==> src/rtl/if_fetch_pkg.sv <==
// Shared types and constants for the instruction-fetch stage: stall bus encoding,
// address/instruction widths, chip-enable levels and the output source select.
package if_fetch_pkg;

  localparam int STALL_W  = 6;
  localparam int STALL_PC = 0;
  localparam int STALL_IF = 1;
  localparam int STALL_ID = 2;

  typedef logic [STALL_W-1:0] stall_bus_t;
  typedef logic [31:0]        inst_addr_t;
  typedef logic [31:0]        inst_t;

  localparam logic       STOP         = 1'b1;
  localparam logic       NO_STOP      = 1'b0;
  localparam logic       RST_ENABLE   = 1'b1;
  localparam logic       CHIP_ENABLE  = 1'b1;
  localparam logic       CHIP_DISABLE = 1'b0;
  localparam inst_addr_t ZERO_WORD    = 32'h0000_0000;

  // Which state feeds the IF/ID pair this cycle.
  typedef enum logic [1:0] {
    SRC_NONE = 2'd0,
    SRC_RSP  = 2'd1,
    SRC_HOLD = 2'd2
  } fetch_src_t;

  // Sequential fetch address; wraps naturally at 32 bits.
  function automatic inst_addr_t pc_advance(input inst_addr_t pc, input inst_addr_t step);
    return pc + step;
  endfunction

endpackage

==> src/rtl/if_fetch_if.sv <==
// Fetch-stage bus: pipeline control in, ROM request/response, and the if_pc/if_inst pair out.
// master is the fetch stage; slave is the surrounding core and ROM.
interface if_fetch_if import if_fetch_pkg::*; ();

  stall_bus_t stall;
  logic       branch_flag_i;
  inst_addr_t branch_target_i;
  logic       flush_i;
  inst_addr_t new_pc_i;
  logic       rom_ce;
  inst_addr_t rom_addr;
  inst_t      rom_data;
  inst_addr_t if_pc;
  inst_t      if_inst;

  modport master (
    input  stall,
    input  branch_flag_i,
    input  branch_target_i,
    input  flush_i,
    input  new_pc_i,
    input  rom_data,
    output rom_ce,
    output rom_addr,
    output if_pc,
    output if_inst
  );

  modport slave (
    output stall,
    output branch_flag_i,
    output branch_target_i,
    output flush_i,
    output new_pc_i,
    output rom_data,
    input  rom_ce,
    input  rom_addr,
    input  if_pc,
    input  if_inst
  );

endinterface

==> src/rtl/if_fetch_hold_buf.sv <==
// One-entry buffer that parks a returned ROM word while IF is stalled.
// Clear beats capture, capture beats release.
module fetch_hold_buf
  import if_fetch_pkg::*;
(
  input  logic       clk,
  input  logic       rst,
  input  logic       i_capture,
  input  logic       i_release,
  input  logic       i_clear,
  input  inst_addr_t i_pc,
  input  inst_t      i_inst,
  output logic       o_valid,
  output inst_addr_t o_pc,
  output inst_t      o_inst
);

  logic       r_valid;
  inst_addr_t r_pc;
  inst_t      r_inst;

  // Entry state: reset/clear drop it, capture loads it, release consumes it.
  always_ff @(posedge clk) begin
    if (rst == RST_ENABLE) begin
      r_valid <= 1'b0;
      r_pc    <= ZERO_WORD;
      r_inst  <= ZERO_WORD;
    end else if (i_clear) begin
      r_valid <= 1'b0;
    end else if (i_capture) begin
      r_valid <= 1'b1;
      r_pc    <= i_pc;
      r_inst  <= i_inst;
    end else if (i_release) begin
      r_valid <= 1'b0;
    end else begin
      r_valid <= r_valid;
    end
  end

  assign o_valid = r_valid;
  assign o_pc    = r_pc;
  assign o_inst  = r_inst;

endmodule

==> src/rtl/if_fetch.sv <==
// Instruction-fetch stage: PC generation, ROM request issue, response/address alignment,
// branch redirect with delay slot, flush, and the stall hold buffer.
module if_fetch
  import if_fetch_pkg::*;
#(
  parameter inst_addr_t RESET_PC = 32'h0000_0000,
  parameter inst_addr_t PC_STEP  = 32'h0000_0004
) (
  input  logic       clk,
  input  logic       rst,
  if_fetch_if.master bus
);

  inst_addr_t r_pc;
  inst_addr_t r_rsp_pc;
  logic       r_rom_ce;
  logic       r_req_valid;

  logic       w_stall_pc;
  logic       w_stall_if;
  logic       w_stall_id;
  logic       w_flush;
  logic       w_branch;
  logic       w_issue;
  inst_addr_t w_pc_next;
  logic       w_req_valid_next;

  logic       w_hold_capture;
  logic       w_hold_release;
  logic       w_hold_valid;
  inst_addr_t w_hold_pc;
  inst_t      w_hold_inst;

  fetch_src_t w_src;
  inst_addr_t w_if_pc;
  inst_t      w_if_inst;
  logic       w_unused;

  assign w_stall_pc = (bus.stall[STALL_PC] == STOP);
  assign w_stall_if = (bus.stall[STALL_IF] == STOP);
  assign w_stall_id = (bus.stall[STALL_ID] == STOP);
  assign w_unused   = &{1'b0, bus.stall[STALL_W-1:3]};

  // A branch seen while ID is stalled is re-presented by ID later, so ignore it now.
  assign w_flush  = bus.flush_i;
  assign w_branch = bus.branch_flag_i & ~w_stall_id;
  assign w_issue  = (r_rom_ce == CHIP_ENABLE) & ~w_stall_pc & ~w_stall_if;

  // Next PC and whether a response will be owed next cycle.
  always_comb begin
    w_pc_next        = r_pc;
    w_req_valid_next = 1'b0;
    if (w_flush) begin
      w_pc_next        = bus.new_pc_i;
      w_req_valid_next = 1'b0;
    end else if (w_branch) begin
      // The request issued this cycle is the fall-through after the delay slot: squash it.
      w_pc_next        = bus.branch_target_i;
      w_req_valid_next = 1'b0;
    end else if (w_issue) begin
      w_pc_next        = pc_advance(r_pc, PC_STEP);
      w_req_valid_next = 1'b1;
    end else begin
      w_pc_next        = r_pc;
      w_req_valid_next = 1'b0;
    end
  end

  // PC, chip enable and the in-flight request tag.
  always_ff @(posedge clk) begin
    if (rst == RST_ENABLE) begin
      r_pc        <= RESET_PC;
      r_rom_ce    <= CHIP_DISABLE;
      r_req_valid <= 1'b0;
      r_rsp_pc    <= ZERO_WORD;
    end else begin
      r_pc        <= w_pc_next;
      r_rom_ce    <= CHIP_ENABLE;
      r_req_valid <= w_req_valid_next;
      r_rsp_pc    <= r_pc;
    end
  end

  // Capture only an unbuffered live response; no request issues while stalled, so order holds.
  assign w_hold_capture = w_stall_if & ~w_hold_valid & r_req_valid;
  assign w_hold_release = ~w_stall_if & w_hold_valid;

  fetch_hold_buf u_hold_buf (
    .clk       (clk),
    .rst       (rst),
    .i_capture (w_hold_capture),
    .i_release (w_hold_release),
    .i_clear   (w_flush),
    .i_pc      (r_rsp_pc),
    .i_inst    (bus.rom_data),
    .o_valid   (w_hold_valid),
    .o_pc      (w_hold_pc),
    .o_inst    (w_hold_inst)
  );

  // Pick the presentation source: buffered entry first, then the live ROM response.
  always_comb begin
    w_src = SRC_NONE;
    if (w_hold_valid) begin
      w_src = SRC_HOLD;
    end else if (r_req_valid) begin
      w_src = SRC_RSP;
    end else begin
      w_src = SRC_NONE;
    end
  end

  // Drive the IF/ID pair; nop with PC 0 when nothing valid is available.
  always_comb begin
    w_if_pc   = ZERO_WORD;
    w_if_inst = ZERO_WORD;
    case (w_src)
      SRC_HOLD: begin
        w_if_pc   = w_hold_pc;
        w_if_inst = w_hold_inst;
      end
      SRC_RSP: begin
        w_if_pc   = r_rsp_pc;
        w_if_inst = bus.rom_data;
      end
      SRC_NONE: begin
        w_if_pc   = ZERO_WORD;
        w_if_inst = ZERO_WORD;
      end
      default: begin
        w_if_pc   = ZERO_WORD;
        w_if_inst = ZERO_WORD;
      end
    endcase
  end

  assign bus.rom_ce   = r_rom_ce;
  assign bus.rom_addr = r_pc;
  assign bus.if_pc    = w_if_pc;
  assign bus.if_inst  = w_if_inst;

endmodule

==> src/flat_wrapper.sv <==
// flat-port wrapper written by rule: the top's interface ports become plain ports
module if_fetch_flat import if_fetch_pkg::*;
#(
  parameter inst_addr_t RESET_PC = 32'h0000_0000,
  parameter inst_addr_t PC_STEP  = 32'h0000_0004
)
  (clk, rst, bus_stall, bus_branch_flag_i, bus_branch_target_i, bus_flush_i, bus_new_pc_i, bus_rom_data, bus_rom_ce, bus_rom_addr, bus_if_pc, bus_if_inst);
  if_fetch_if bus_i ();
  input  logic clk;
  input  logic rst;
  input wire logic [$bits(bus_i.stall)-1:0] bus_stall;
  input wire logic [$bits(bus_i.branch_flag_i)-1:0] bus_branch_flag_i;
  input wire logic [$bits(bus_i.branch_target_i)-1:0] bus_branch_target_i;
  input wire logic [$bits(bus_i.flush_i)-1:0] bus_flush_i;
  input wire logic [$bits(bus_i.new_pc_i)-1:0] bus_new_pc_i;
  input wire logic [$bits(bus_i.rom_data)-1:0] bus_rom_data;
  output wire logic [$bits(bus_i.rom_ce)-1:0] bus_rom_ce;
  output wire logic [$bits(bus_i.rom_addr)-1:0] bus_rom_addr;
  output wire logic [$bits(bus_i.if_pc)-1:0] bus_if_pc;
  output wire logic [$bits(bus_i.if_inst)-1:0] bus_if_inst;
  assign bus_i.stall = bus_stall;
  assign bus_i.branch_flag_i = bus_branch_flag_i;
  assign bus_i.branch_target_i = bus_branch_target_i;
  assign bus_i.flush_i = bus_flush_i;
  assign bus_i.new_pc_i = bus_new_pc_i;
  assign bus_i.rom_data = bus_rom_data;
  assign bus_rom_ce = bus_i.rom_ce;
  assign bus_rom_addr = bus_i.rom_addr;
  assign bus_if_pc = bus_i.if_pc;
  assign bus_if_inst = bus_i.if_inst;
  if_fetch #(.RESET_PC(RESET_PC), .PC_STEP(PC_STEP)) u_core (.clk(clk), .rst(rst), .bus(bus_i));
endmodule
==> config.mk <==
export PLATFORM = sky130hd
export DESIGN_NAME = if_fetch_flat
export DESIGN_NICKNAME = d
export VERILOG_FILES = /design/src/rtl/if_fetch_pkg.sv /design/src/rtl/if_fetch_if.sv /design/src/rtl/if_fetch_hold_buf.sv /design/src/rtl/if_fetch.sv /design/src/flat_wrapper.sv
export SDC_FILE = /design/constraint.sdc
export NUM_CORES = 1
export LEC_CHECK = 0
export CORE_MARGIN = 3
export CORE_UTILIZATION = 48
export CTS_CLUSTER_SIZE = 28
export DETAILED_ROUTE_END_ITERATION = 10
export GPL_ROUTABILITY_DRIVEN = 0
export PLACE_DENSITY = 0.8
export SLEW_MARGIN = 20
export SYNTH_ARGS = -nofsm -noshare
export SYNTH_HDL_FRONTEND = slang
export SYNTH_HIERARCHICAL = 1
export SYNTH_SLANG_ARGS = --single-unit
==> constraint.sdc <==
create_clock -name clk -period 2.4 [get_ports clk]
set_clock_uncertainty 0.05 [all_clocks]
set_input_delay 0.48 -clock clk [delete_from_list [all_inputs] [get_ports clk]]
set_output_delay 0.48 -clock clk [all_outputs]
set_load 0.01 [all_outputs]
# Word level (Yosys, flattened, before mapping)
# Cells that the tools add are included.
# totals
ff_bits	131
word_cells	37
inputBits	106
out_inout_bits	97
# classes
n_addsub	1
bitwise_logic	11
eq_ne	2
muxes	11
n_reduce_logical	5
# op_table
cell	count
32-bit one-hot mux with 2 select lines	2
32-bit 2-to-1 mux	3
32-bit by 3-bit adder with 32-bit output, second input constant	1
1-bit AND	6
1-bit 2-to-1 mux	5
1-bit inverter	5
3-bit nonzero test	1
3-bit OR reduction	1
2-bit by 1-bit equality test with 1-bit output, second input constant	1
2-bit equality test, second input constant	1
2-bit 2-to-1 mux	1
2-bit AND reduction	1
2-bit nonzero test	1
2-bit OR reduction	1

# Longest topological paths before layout
# Gate-level depths: netlist of the first run.
# depth
ltp_word	6
mapped_depth	8
ltp_nobuf	6

# Cells and area by module
# Netlist of the first run, hierarchy kept.
# modules_own_cells
mod	instances	cells_per_inst	area_per_inst_um2	seq_area_each_um2
if_fetch	1	471	3858.7	1321.3
fetch_hold_buf	1	296	3268.1	1301.2

# Worst setup path after synthesis of the first run
# Ideal clock, no wire load.
# synth_timing
path_kind	input to register
startpoint	input bus_stall[0]
endpoint	register u_core.r_pc[13] (netlist: u_core/bus.rom_addr[13])
setup_slack_ns	0.377
path_stages	6
required_ns	2.222
path_buffers	1
setup_ns	0.128
arrival_ns	1.845
path_cell_list	or3b_1 -> buf_2 -> nor4_1 -> xor2_1 -> a221oi_1 -> nor2_1
# synth_via
elab_chain_cells	4
# synth_lines
item	line	text
start, declared	flat_wrapper.sv:11	input wire logic [$bits(bus_i.stall)-1:0] bus_stall;
1-bit inverter	if_fetch.sv:47	assign w_issue = (r_rom_ce == CHIP_ENABLE) & ~w_stall_pc & ~w_stall_if;
1-bit AND (2 in series)	if_fetch.sv:47	
3-bit nonzero test (no line)	n/a	
end signal, assigned	if_fetch.sv:77	r_pc <= w_pc_next;
end, declared	if_fetch.sv:14	inst_addr_t r_pc;
# Every way passes these cells.
# A chain may end at the register's enable or synchronous reset.

# Final worst setup path of the first run
# layout_timing
startpoint	register u_core.u_hold_buf.r_valid (netlist: u_core/u_hold_buf/o_valid)
endpoint	output bus_if_inst[26]
# layout_via
elab_chain_cells	3
elab_cells_between_ends	4
classes_between	eq/ne (2); mux (2)
# layout_lines
item	line	text
start, declared	if_fetch_hold_buf.sv:18	logic r_valid;
start signal, assigned	if_fetch_hold_buf.sv:37	r_valid <= r_valid;
2-bit 2-to-1 mux *	if_fetch.sv:104	if (w_hold_valid) begin
2-bit by 1-bit equality test with 1-bit output or 2-bit equality test (tied branches)	if_fetch.sv:117	case (w_src)
32-bit one-hot mux with 2 select lines *	if_fetch.sv:117	
end, declared	flat_wrapper.sv:20	output wire logic [$bits(bus_i.if_inst)-1:0] bus_if_inst;
# Mark *: on every way between the ends. The rest lies on a longest branch, timed or not.

==> results of run 1 <==
sequential cells by signal, indices dropped and copies added, names as in the netlist:
| signal | cells |
|---|---|
| u_core/u_hold_buf/o_inst | 32 |
| u_core/r_rsp_pc | 32 |
| u_core/bus.rom_addr | 32 |
| u_core/bus.rom_ce | 1 |
| u_core/u_hold_buf/o_pc | 32 |
| u_core/u_hold_buf/o_valid | 1 |
| u_core/r_req_valid | 1 |
kinds of logic (layout without fill, tap and decap cells):
| family | count (synthesis) | after routing |
|---|---|---|
| adder cells (fa/ha/maj) | 1 | 1 |
| AO/OA/AOI/OAI | 226 | 226 |
| multiplexers | 2 | 2 |
| XOR/XNOR | 16 | 16 |
| buffers and inverters | 82 | 287 |
| AND/OR/NAND/NOR | 309 | 309 |
| flip-flops | 131 | 131 |
how the worst min path moves through the flow:
stage,start,endpoint,slack (ps),cells after the start
after detailed placement,u_core/u_hold_buf/o_pc[28],u_core/u_hold_buf/o_pc[28],400,2
after global routing,rst,u_core/r_rsp_pc[21],390,2
final,rst,u_core/r_rsp_pc[18],390,2
after global placement,u_core/u_hold_buf/o_pc[29],u_core/u_hold_buf/o_pc[29],400,2
after CTS,rst,u_core/r_rsp_pc[24],380,2
after floorplan,u_core/u_hold_buf/o_pc[27],u_core/u_hold_buf/o_pc[27],390,2
worst max-delay path: cells and delay by family (launching register included):
kind / cells / cell delay, ps
buf+inv: 2 / 800
flops: 1 / 380
compound gates: 1 / 200
final cells by class:
class	count	share of cell area
inverters	7	0.00263
well taps	180	0.0225
multi-input cells	554	0.406
repair buffers	248	0.241
clock buffers	18	0.0440
clock inverters	14	0.0210
flip-flops and latches	131	0.263
timing repair:
item | 4_1_cts | 5_1_grt
setup buffers | 2 | 1
endpoints found under the hold margin | 0 | 0
hold buffers | 0 | 0
gates cloned | 2 | 0
setup endpoints to repair | 64 | 5
gates resized for setup | 62 | 5
pin swaps | 1 | 2
Yosys cell counts (13+ instances only):
master / count / area share
nand2_1: 34 / 0.018
nand3_1: 16 / 0.011
buf_2: 24 / 0.017
dfxtp_1: 131 / 0.37
a22o_1: 64 / 0.079
nor3_1: 16 / 0.011
a21oi_1: 28 / 0.020
nor2b_1: 32 / 0.028
o21ai_2: 60 / 0.074
clkbuf_1: 34 / 0.018
o21ai_0: 16 / 0.011
nor2_1: 34 / 0.018
nand2b_1: 67 / 0.059
nand4bb_1: 64 / 0.10
a211oi_1: 13 / 0.014
report_power, final:
| part | total [uW] | switching, uW | leakage (uW) | internal [uW] |
|---|---|---|---|---|
| logic | 723 | 312 | 0.00253 | 411 |
| registers | 2320 | 79.3 | 0.00107 | 2240 |
| clock network | 2820 | 960 | 0.000312 | 1860 |
| total | 5870 | 1350 | 0.00391 | 4520 |
layer usage:
layer / up-vias / GRT usage / part of all wire
li1: 3230 / - / -
met1: 3147 / 0.362 / 0.45
met2: 332 / 0.382 / 0.44
met3: 35 / 0.0654 / 0.085
met4: 0 / 0.0787 / 0.018
met5: - / 0 / 0
per-stage QoR:
step | power [uW] | instances | setup TNS (ps) | worst slack, ps | instance area, um2
floorplan | 2680 | 767 | 0 | 377 | 7130
global placement | 3070 | 1115 | -226 | -87.4 | 9320
detailed placement | 3080 | 1115 | -368 | -120 | 9320
CTS | 5890 | 1151 | -4.29 | -2.54 | 9970
global route | 6060 | 1152 | -70.7 | -43.2 | 9990
finish | 5870 | 1152 | 0 | 36.0 | 9990
==> impl_metrics.py, run 1 <==
metrics = {
    "status": {
        "status": "finished clean",
    },
    "synth": {
        "postSynthAreaPerCell_um2": 9.29,
        "synth_simple_gate_area_frac": 0.297,
        "synth_fa_ha_area_frac": 0.00176,
        "yosysWarnings": 6,
        "muxShareOfSynthArea": 0.00281,
        "synth_enable_flop_cells": 0,
        "syn_area_um2": 7130,
        "synthArstFlopShare": 0,
        "ys_ff_latch": 131,
        "synth_top_family_by_area": "simple AND/OR/NAND/NOR gates",
        "syn_inst": 767,
        "synth_ff_type": "dfxtp_1",
        "seq_area_frac_synth": 0.368,
        "synth-xor-area-share": 0.0197,
        "synth_nets": 874,
        "ys_types": 66,
        "synth_compound_area_frac": 0.246,
    },
    "finish": {
        "postLayoutCoreUtil": 0.703,
        "mostFrequentLayoutCell": "clkdlybuf4s50_1",
        "syn_to_final_growth_pct": 40.2,
        "antenna_cells": 0,
        "final_cell_mix": "135 x clkdlybuf4s50_1, 130 x dfxtp_1, 67 x nand2b_1, 64 x a22o_1, 64 x nand4bb_1",
        "multi_input_area_um2": 4060,
        "fillCellCount": 1117,
        "layout.nets": 1066,
        "drive_above_1_share": 0.166,
        "seqCellArea_um2": 2630,
    },
    "clock_network": {
        "cts_made_buffers": 17,
        "insertion_delay_ps": 420,
        "cts_root_buf": "clkbuf_16",
        "clk_pin_slew_ps": 60,
        "h-tree-depth": 4,
        "clkSinkCount": 131,
        "clockBufferDepth": 2,
        "tritoncts": "built",
    },
    "setup_path": {
        "critPathLaunchType": "flip-flop",
        "reg2regPathDepth": 5,
        "critical_path.max_stage_delay_ps": 530,
        "cp_data_required_time_ps": 1870,
        "endpoint_kind": "output pin",
        "r2r-start": "u_core/bus.rom_addr[12]",
        "path_class": "flip-flop to output pin",
        "setup.worst_path.end": "bus_if_inst[26]",
        "critPathMaxFanout": 65,
        "cpMaxStageDelayCell": "clkdlybuf4s50_1",
        "reg2reg_slack_ps": 260,
        "r2r_end": "u_core/bus.rom_addr[31]",
        "critPathLaunch": "u_core/u_hold_buf/o_valid",
        "worstPathArrival_ps": 1830,
        "path_cells": "buf_16, a22o_1, clkdlybuf4s50_1",
    },
    "floorplan": {
        "dieArea_um2": 16300,
        "dieWidth_um": 128,
        "die_h_um": 128,
        "core_region_area_um2": 14200,
        "start_util": 0.502,
        "num_rows": 43,
        "io_pins": 203,
    },
    "timing": {
        "fmaxAchievable_mhz": 423,
        "worst_slew_pin_slew_ps": 583,
        "worst_hold_slack_ps": 392,
        "rsz0062_at_grt": "true",
        "max_slew_margin": 0.612,
        "setup_viol": 0,
        "period_share": 0.985,
        "hold_violations": 0,
        "min_period_ps": 2360,
        "finalMaxSlewViolations": 0,
    },
    "placement": {
        "hpwl_mm": 14.0,
        "numPortBuffers": 199,
    },
    "drt": {
        "first_pass_iters": 5,
        "drtIter0Drc": 583,
        "ant_nets": 0,
        "wirelength_mm": 21.4,
        "via_count": 6744,
        "drt-wirelength-per-cell_um": 18.6,
        "post_drt_via_cell_ratio": 5.85,
        "drcViolationCount": 0,
    },
    "global_route": {
        "grt.total_usage": 0.256,
        "grt_max_degree": 84,
        "antenna_found_initial": 0,
        "grt_pass1_vias": 6282,
        "grt.overflow.total": 0,
        "grt_pass1_wl_mm": 33.7,
    },
    "power_and_ir_drop": {
        "leakage_uw": 0.00391,
        "max-vdd-ir-drop_uv": 539,
        "power.density_nw_per_um2": 588,
    },
    "run": {
        "cap_violations": 0,
    },
    "min_path": {
        "hold_path_class": "input pin to flip-flop",
    },
}
(Power assumes the default switching activity.)
==> run 2, diff against run 1 <==
- ABC_AREA: default -> 1
- CORE_UTILIZATION: 48 -> 49
- GPL_ROUTABILITY_DRIVEN: 0 -> default
- PLACE_DENSITY: 0.8 -> 0.82
- REMOVE_ABC_BUFFERS: default -> 1
==> impl_metrics.py, run 2 <==
metrics = {
    "synth": {
        "postSynthAreaPerCell_um2": 5.99,
        "ys_ff_latch": 131,
        "yosysWarnings": 6,
        "synth_enable_flop_cells": 0,
        "syn_inst": 1199,
        "syn_area_um2": 7180,
        "synth_top_area_cell": "dfxtp_1",
        "synthArstFlopShare": 0,
        "synth_top_cell_area_share": 0.365,
        "ys_types": 27,
        "yosysMostFrequentCell": "nand2_1",
        "synth_ff_type": "dfxtp_1",
        "synth_common_cells": "383 x nand2_1, 228 x nor2_1, 183 x nand3_1",
        "seq_area_frac_synth": 0.365,
        "synth_area_leaders": "dfxtp_1 37%, nand2_1 20%, nand3_1 13%, nor2_1 12%, inv_1 6.0%",
    },
    "timing": {
        "min_period_ps": 2340,
        "fmaxAchievable_mhz": 428,
        "setup_viol": 0,
        "hold_violations": 0,
        "setup_slack_ps": 64.4,
        "finalMaxSlewViolations": 0,
        "worst_slew_pin_slew_ps": 828,
        "period_share": 0.973,
        "max_slew_margin": 0.447,
        "worst_hold_slack_ps": 399,
    },
    "power_and_ir_drop": {
        "clkPwrFrac": 0.443,
        "leakage_uw": 0.00438,
        "swShare": 0.256,
        "power.density_nw_per_um2": 560,
        "seq_power_share": 0.420,
        "switching_power_uw": 1430,
        "combPwrFrac": 0.137,
        "max-vdd-ir-drop_uv": 457,
        "intPower_uw": 4160,
    },
    "drt": {
        "drt-wirelength-per-cell_um": 14.6,
        "dr_wl_met2_mm": 10.6,
        "drt-met1-wl_mm": 9.78,
        "drtIter0Drc": 706,
        "route.met3.wl_mm": 2.02,
        "top_layer": "met4",
        "first_pass_iters": 5,
        "via_count": 8013,
        "ant_nets": 0,
        "post_drt_via_cell_ratio": 5.12,
        "wirelength_mm": 22.9,
        "drcViolationCount": 0,
    },
    "clock_network": {
        "clk_pin_slew_ps": 60,
        "ctsHoldBuffers": 0,
        "insertion_delay_ps": 410,
        "cts_setup_buffers": 0,
        "clockBufferDepth": 2,
        "cts_made_buffers": 17,
        "cts_root_buf": "clkbuf_16",
        "clkSinkCount": 131,
        "h-tree-depth": 4,
        "tritoncts": "built",
    },
    "min_path": {
        "min_from": "u_core/bus.rom_addr[0]",
        "hold_depth": 2,
        "holdPathEnd": "u_core/r_rsp_pc[0]",
        "hold_path_class": "flip-flop to flip-flop",
    },
    "floorplan": {
        "core_region_area_um2": 14100,
        "dieWidth_um": 127,
        "start_util": 0.510,
        "num_rows": 43,
        "io_pins": 203,
        "die_h_um": 127,
        "dieArea_um2": 16200,
    },
    "finish": {
        "stdcell_area_um2": 9970,
        "multi_input_area_um2": 3740,
        "antenna_cells": 0,
        "fillCellCount": 1262,
        "final_cell_mix": "383 x nand2_1, 227 x nor2_1, 197 x clkdlybuf4s50_1, 183 x nand3_1, 129 x dfxtp_1",
        "mostFrequentLayoutCell": "nand2_1",
        "seqCellArea_um2": 2630,
        "drive_above_1_share": 0.0613,
        "syn_to_final_growth_pct": 38.8,
        "layout.nets": 1480,
        "postLayoutCoreUtil": 0.707,
    },
    "global_route": {
        "grt_pass1_wl_mm": 36.0,
        "grt_pass1_vias": 7159,
        "grt.total_usage": 0.274,
        "grt_max_degree": 66,
        "antenna_found_initial": 0,
        "grt.overflow.total": 0,
    },
    "setup_path": {
        "worstPathArrival_ps": 1810,
        "critical_path.max_stage_delay_ps": 530,
        "endpoint_kind": "output pin",
        "r2r-start": "u_core/u_hold_buf/o_valid",
        "reg2reg_slack_ps": 410,
        "critPathBufInv": 2,
        "r2r_end": "u_core/u_hold_buf/o_pc[22]",
        "critPathLaunchType": "flip-flop",
        "reg2regPathDepth": 8,
        "cp_data_required_time_ps": 1870,
        "cpMaxStageDelayCell": "clkdlybuf4s50_1",
        "critPathMostFrequentCell": "nand2_1",
        "critPathMaxFanout": 32,
        "cpLargestDelayFamily": "buffers and inverters",
        "path_class": "flip-flop to output pin",
        "path_cells": "clkbuf_16, nand2_1, nand2_1, clkdlybuf4s50_1",
    },
    "placement": {
        "gp_congestion": 0.938,
        "numPortBuffers": 199,
        "pre_cts_slack_ps": -43.1,
        "hpwl_mm": 14.8,
        "place_area_um2": 9310,
    },
    "status": {
        "status": "finished clean",
    },
    "run": {
        "cap_violations": 0,
    },
}
==> run 2: kinds of logic (layout without fill, tap and decap cells) <==
kind of cell / count (synthesis) / in the layout / share of synthesized area
adder cells (fa/ha/maj): 1 / 1 / 0.00174
flip-flops: 131 / 131 / 0.365
buffers and inverters: 189 / 376 / 0.115
AND/OR/NAND/NOR: 817 / 817 / 0.471
AO/OA/AOI/OAI: 57 / 57 / 0.0414
XOR/XNOR: 4 / 4 / 0.00488
==> run 2: worst max-delay path by stage <==
stage | cells past startpoint | slack (ps) | start | endpoint
after floorplan | 7 | -2960 | u_core/u_hold_buf/o_valid | u_core/u_hold_buf/o_inst[0]
after global placement | 8 | 6 | bus_stall[1] | u_core/u_hold_buf/o_pc[28]
after detailed placement | 8 | -40 | bus_stall[1] | u_core/u_hold_buf/o_pc[22]
after CTS | 4 | 10 | u_core/u_hold_buf/o_valid | bus_if_pc[13]
after global routing | 4 | -2 | u_core/r_req_valid | bus_if_inst[12]
final | 4 | 60 | u_core/u_hold_buf/o_valid | bus_if_pc[29]
==> run 2: metrics by stage <==
step	setup TNS (ps)	cells	power (uW)
after floorplan	-243420	1130	2700
after global placement	0	1531	3130
after detailed placement	-392	1531	3140
after CTS	0	1563	5600
after global routing	-1.98	1566	5790
final	0	1566	5590
==> run 2: layout make-up <==
cell class | count | share of cell area
Multi-Input combinational cell | 879 | 0.375
Sequential cell | 131 | 0.264
Timing Repair Buffer | 224 | 0.235
Clock buffer | 22 | 0.0486
Inverter | 120 | 0.0464
Tap cell | 180 | 0.0226
Clock inverter | 10 | 0.00816
==> run 2: tightest hold or removal path: stages (launching register included) <==
cell     delay (ps)
dfxtp_1         330
inv_1            50
nor2_1           30
==> run 2: power by group through the flow <==
stage	Combinational, uW	Sequential [uW]	Clock, uW
2_1_floorplan	303	2390	0
3_3_place_gp	743	2390	0
3_5_place_dp	751	2390	0
4_1_cts	759	2340	2500
5_1_grt	845	2360	2580
6_report	765	2350	2470
==> run 2: layer usage <==
layer	vias up	global-route usage
li1	4043	-
met1	3600	0.356
met2	327	0.449
met3	43	0.0594
met4	0	0.100
met5	-	0
==> run 2: repair_timing <==
| action | 4_1_cts | 5_1_grt |
|---|---|---|
| gates cloned | 0 | 3 |
| setup endpoints to repair | 64 | 42 |
| resized for setup | 4 | 5 |
| pin swaps | 0 | 0 |
==> run 3, diff against run 2 <==
- CELL_PAD_IN_SITES_DETAIL_PLACEMENT: default -> 1
- CELL_PAD_IN_SITES_GLOBAL_PLACEMENT: default -> 1
- CORE_UTILIZATION: 49 -> 33
- PLACE_DENSITY: 0.82 -> default
- PLACE_DENSITY_LB_ADDON: default -> 0.1
- clock period: 2.4 -> 2.3 ns (I/O delays scaled with it)
==> impl_metrics.py, run 3 (synthesized netlist as in run 2, its figures left out) <==
metrics = {
    "clock_network": {
        "clk_pin_slew_ps": 60,
        "clkSinkCount": 131,
        "cts_made_buffers": 17,
        "ctsHoldBuffers": 0,
        "h-tree-depth": 4,
        "cts_root_buf": "clkbuf_16",
        "insertion_delay_ps": 420,
        "tritoncts": "built",
        "clockBufferDepth": 2,
    },
    "drt": {
        "wirelength_mm": 28.1,
        "post_drt_via_cell_ratio": 4.78,
        "first_pass_iters": 4,
        "via_count": 7983,
        "drt-wirelength-per-cell_um": 16.8,
        "ant_nets": 0,
        "drcViolationCount": 0,
        "drtIter0Drc": 376,
    },
    "placement": {
        "numPortBuffers": 199,
        "gp_congestion": 0.831,
        "hpwl_mm": 18.7,
        "place_area_um2": 9470,
    },
    "power_and_ir_drop": {
        "power.density_nw_per_um2": 591,
        "leakage_uw": 0.00518,
        "max-vdd-ir-drop_uv": 487,
        "intPower_uw": 4530,
        "switching_power_uw": 1560,
        "swShare": 0.256,
        "seq_power_share": 0.402,
        "combPwrFrac": 0.137,
        "clkPwrFrac": 0.460,
    },
    "floorplan": {
        "core_region_area_um2": 21200,
        "start_util": 0.339,
        "die_h_um": 154,
        "num_rows": 53,
        "dieArea_um2": 23600,
        "dieWidth_um": 154,
        "io_pins": 203,
    },
    "setup_path": {
        "worstPathArrival_ps": 1740,
        "r2r-start": "u_core/u_hold_buf/o_valid",
        "path_cells": "inv_8, buf_12, nand3_1, nand2_1, clkdlybuf4s50_1",
        "cpMaxStageDelayCell": "clkdlybuf4s50_1",
        "critPathMaxFanout": 12,
        "critical_path.max_stage_delay_ps": 540,
        "critPathLaunchType": "flip-flop",
        "cp_data_required_time_ps": 1790,
        "critPathLaunch": "u_core/u_hold_buf/o_valid",
        "path_class": "flip-flop to output pin",
        "endpoint_kind": "output pin",
    },
    "finish": {
        "mostFrequentLayoutCell": "nand2_1",
        "final_cell_mix": "383 x nand2_1, 227 x nor2_1, 183 x nand3_1, 136 x clkdlybuf4s50_1, 129 x dfxtp_1",
        "layout.nets": 1492,
        "syn_to_final_growth_pct": 43.6,
        "drive_above_1_share": 0.0681,
        "multi_input_area_um2": 3740,
        "stdcell_area_um2": 10300,
        "seqCellArea_um2": 2630,
        "antenna_cells": 0,
        "fillCellCount": 2814,
        "postLayoutCoreUtil": 0.486,
    },
    "global_route": {
        "grt.total_usage": 0.230,
        "grt_max_degree": 55,
        "grt_pass1_wl_mm": 43.6,
        "grt.overflow.total": 0,
        "grt_pass1_vias": 8114,
        "antenna_found_initial": 0,
    },
    "timing": {
        "period_share": 0.980,
        "max_slew_margin": 0.678,
        "worst_slew_pin_slew_ps": 483,
        "setup_viol": 0,
        "fmaxAchievable_mhz": 443,
        "hold_violations": 0,
        "finalMaxSlewViolations": 0,
        "setup_tns_ps": 0,
        "min_period_ps": 2250,
    },
    "min_path": {
        "min_from": "u_core/bus.rom_addr[1]",
        "hold_path_class": "flip-flop to flip-flop",
    },
    "run": {
        "cap_violations": 0,
    },
    "status": {
        "status": "finished clean",
    },
}
## run 3: cell count changes in the layout (fill, tap and decap cells not counted), sizes merged, moves of 2 or more
cell / change
dlymetal6s2s: +29
clkinv: -4
clkbuf: -2
buf: +12
dlygate4sd2: +32
clkdlybuf4s50: -61
bufinv: +2
## run 3: final cells by class
type                    count  area share
clock buffers              21      0.0456
clock inverters             9      0.0126
inverters                 120      0.0444
multi-input cells         879       0.363
flip-flops and latches    131       0.255
well taps                 275      0.0334
repair buffers            236       0.246
## run 3: worst max-delay path, delay by kind of cell (launching register included)
family / cells / cell delay [ps]
flip-flops: 1 / 390
AND/OR/NAND/NOR: 2 / 130
buffers and inverters: 3 / 800
## run 3: power groups by stage
stage | logic [uW] | clock network, uW | registers, uW
after CTS | 841 | 2860 | 2450
final | 836 | 2800 | 2450
after floorplan | 316 | 0 | 2500
after global routing | 923 | 2960 | 2460
after global placement | 818 | 0 | 2500
after detailed placement | 831 | 0 | 2500
## run 3: repair_timing
action | CTS | global route
setup endpoints to repair | 64 | 30
endpoints found under the hold margin | 0 | 0
buffers inserted | 3 | 2
resized for setup | 45 | 32
gates cloned | 3 | 2
## run 3: metrics by stage
step,instances,hold WS [ps],setup WS [ps],total power [uW]
after floorplan,1130,405,-3060,2820
after global placement,1631,379,144,3320
after detailed placement,1631,393,131,3330
after CTS,1667,402,-26.2,6150
after global routing,1671,439,-1.62,6350
final,1671,397,45.1,6090
## run 3: worst paths after layout
kind                                endpoint  slack (ps)  cells past startpoint
hold / removal            u_core/r_rsp_pc[1]         400                      2
setup reg to reg  u_core/u_hold_buf/o_pc[23]         460                      9
setup / recovery                bus_if_pc[6]          50                      5
hold reg to reg           u_core/r_rsp_pc[1]         400                      2
## run 3: per-layer routing
metal,routed length [um],GRT usage,vias up
li1,-,-,4059
met5,0,0,-
met4,278,0.0492,0
met3,1410,0.0453,21
met2,13000,0.384,197
met1,13400,0.311,3706
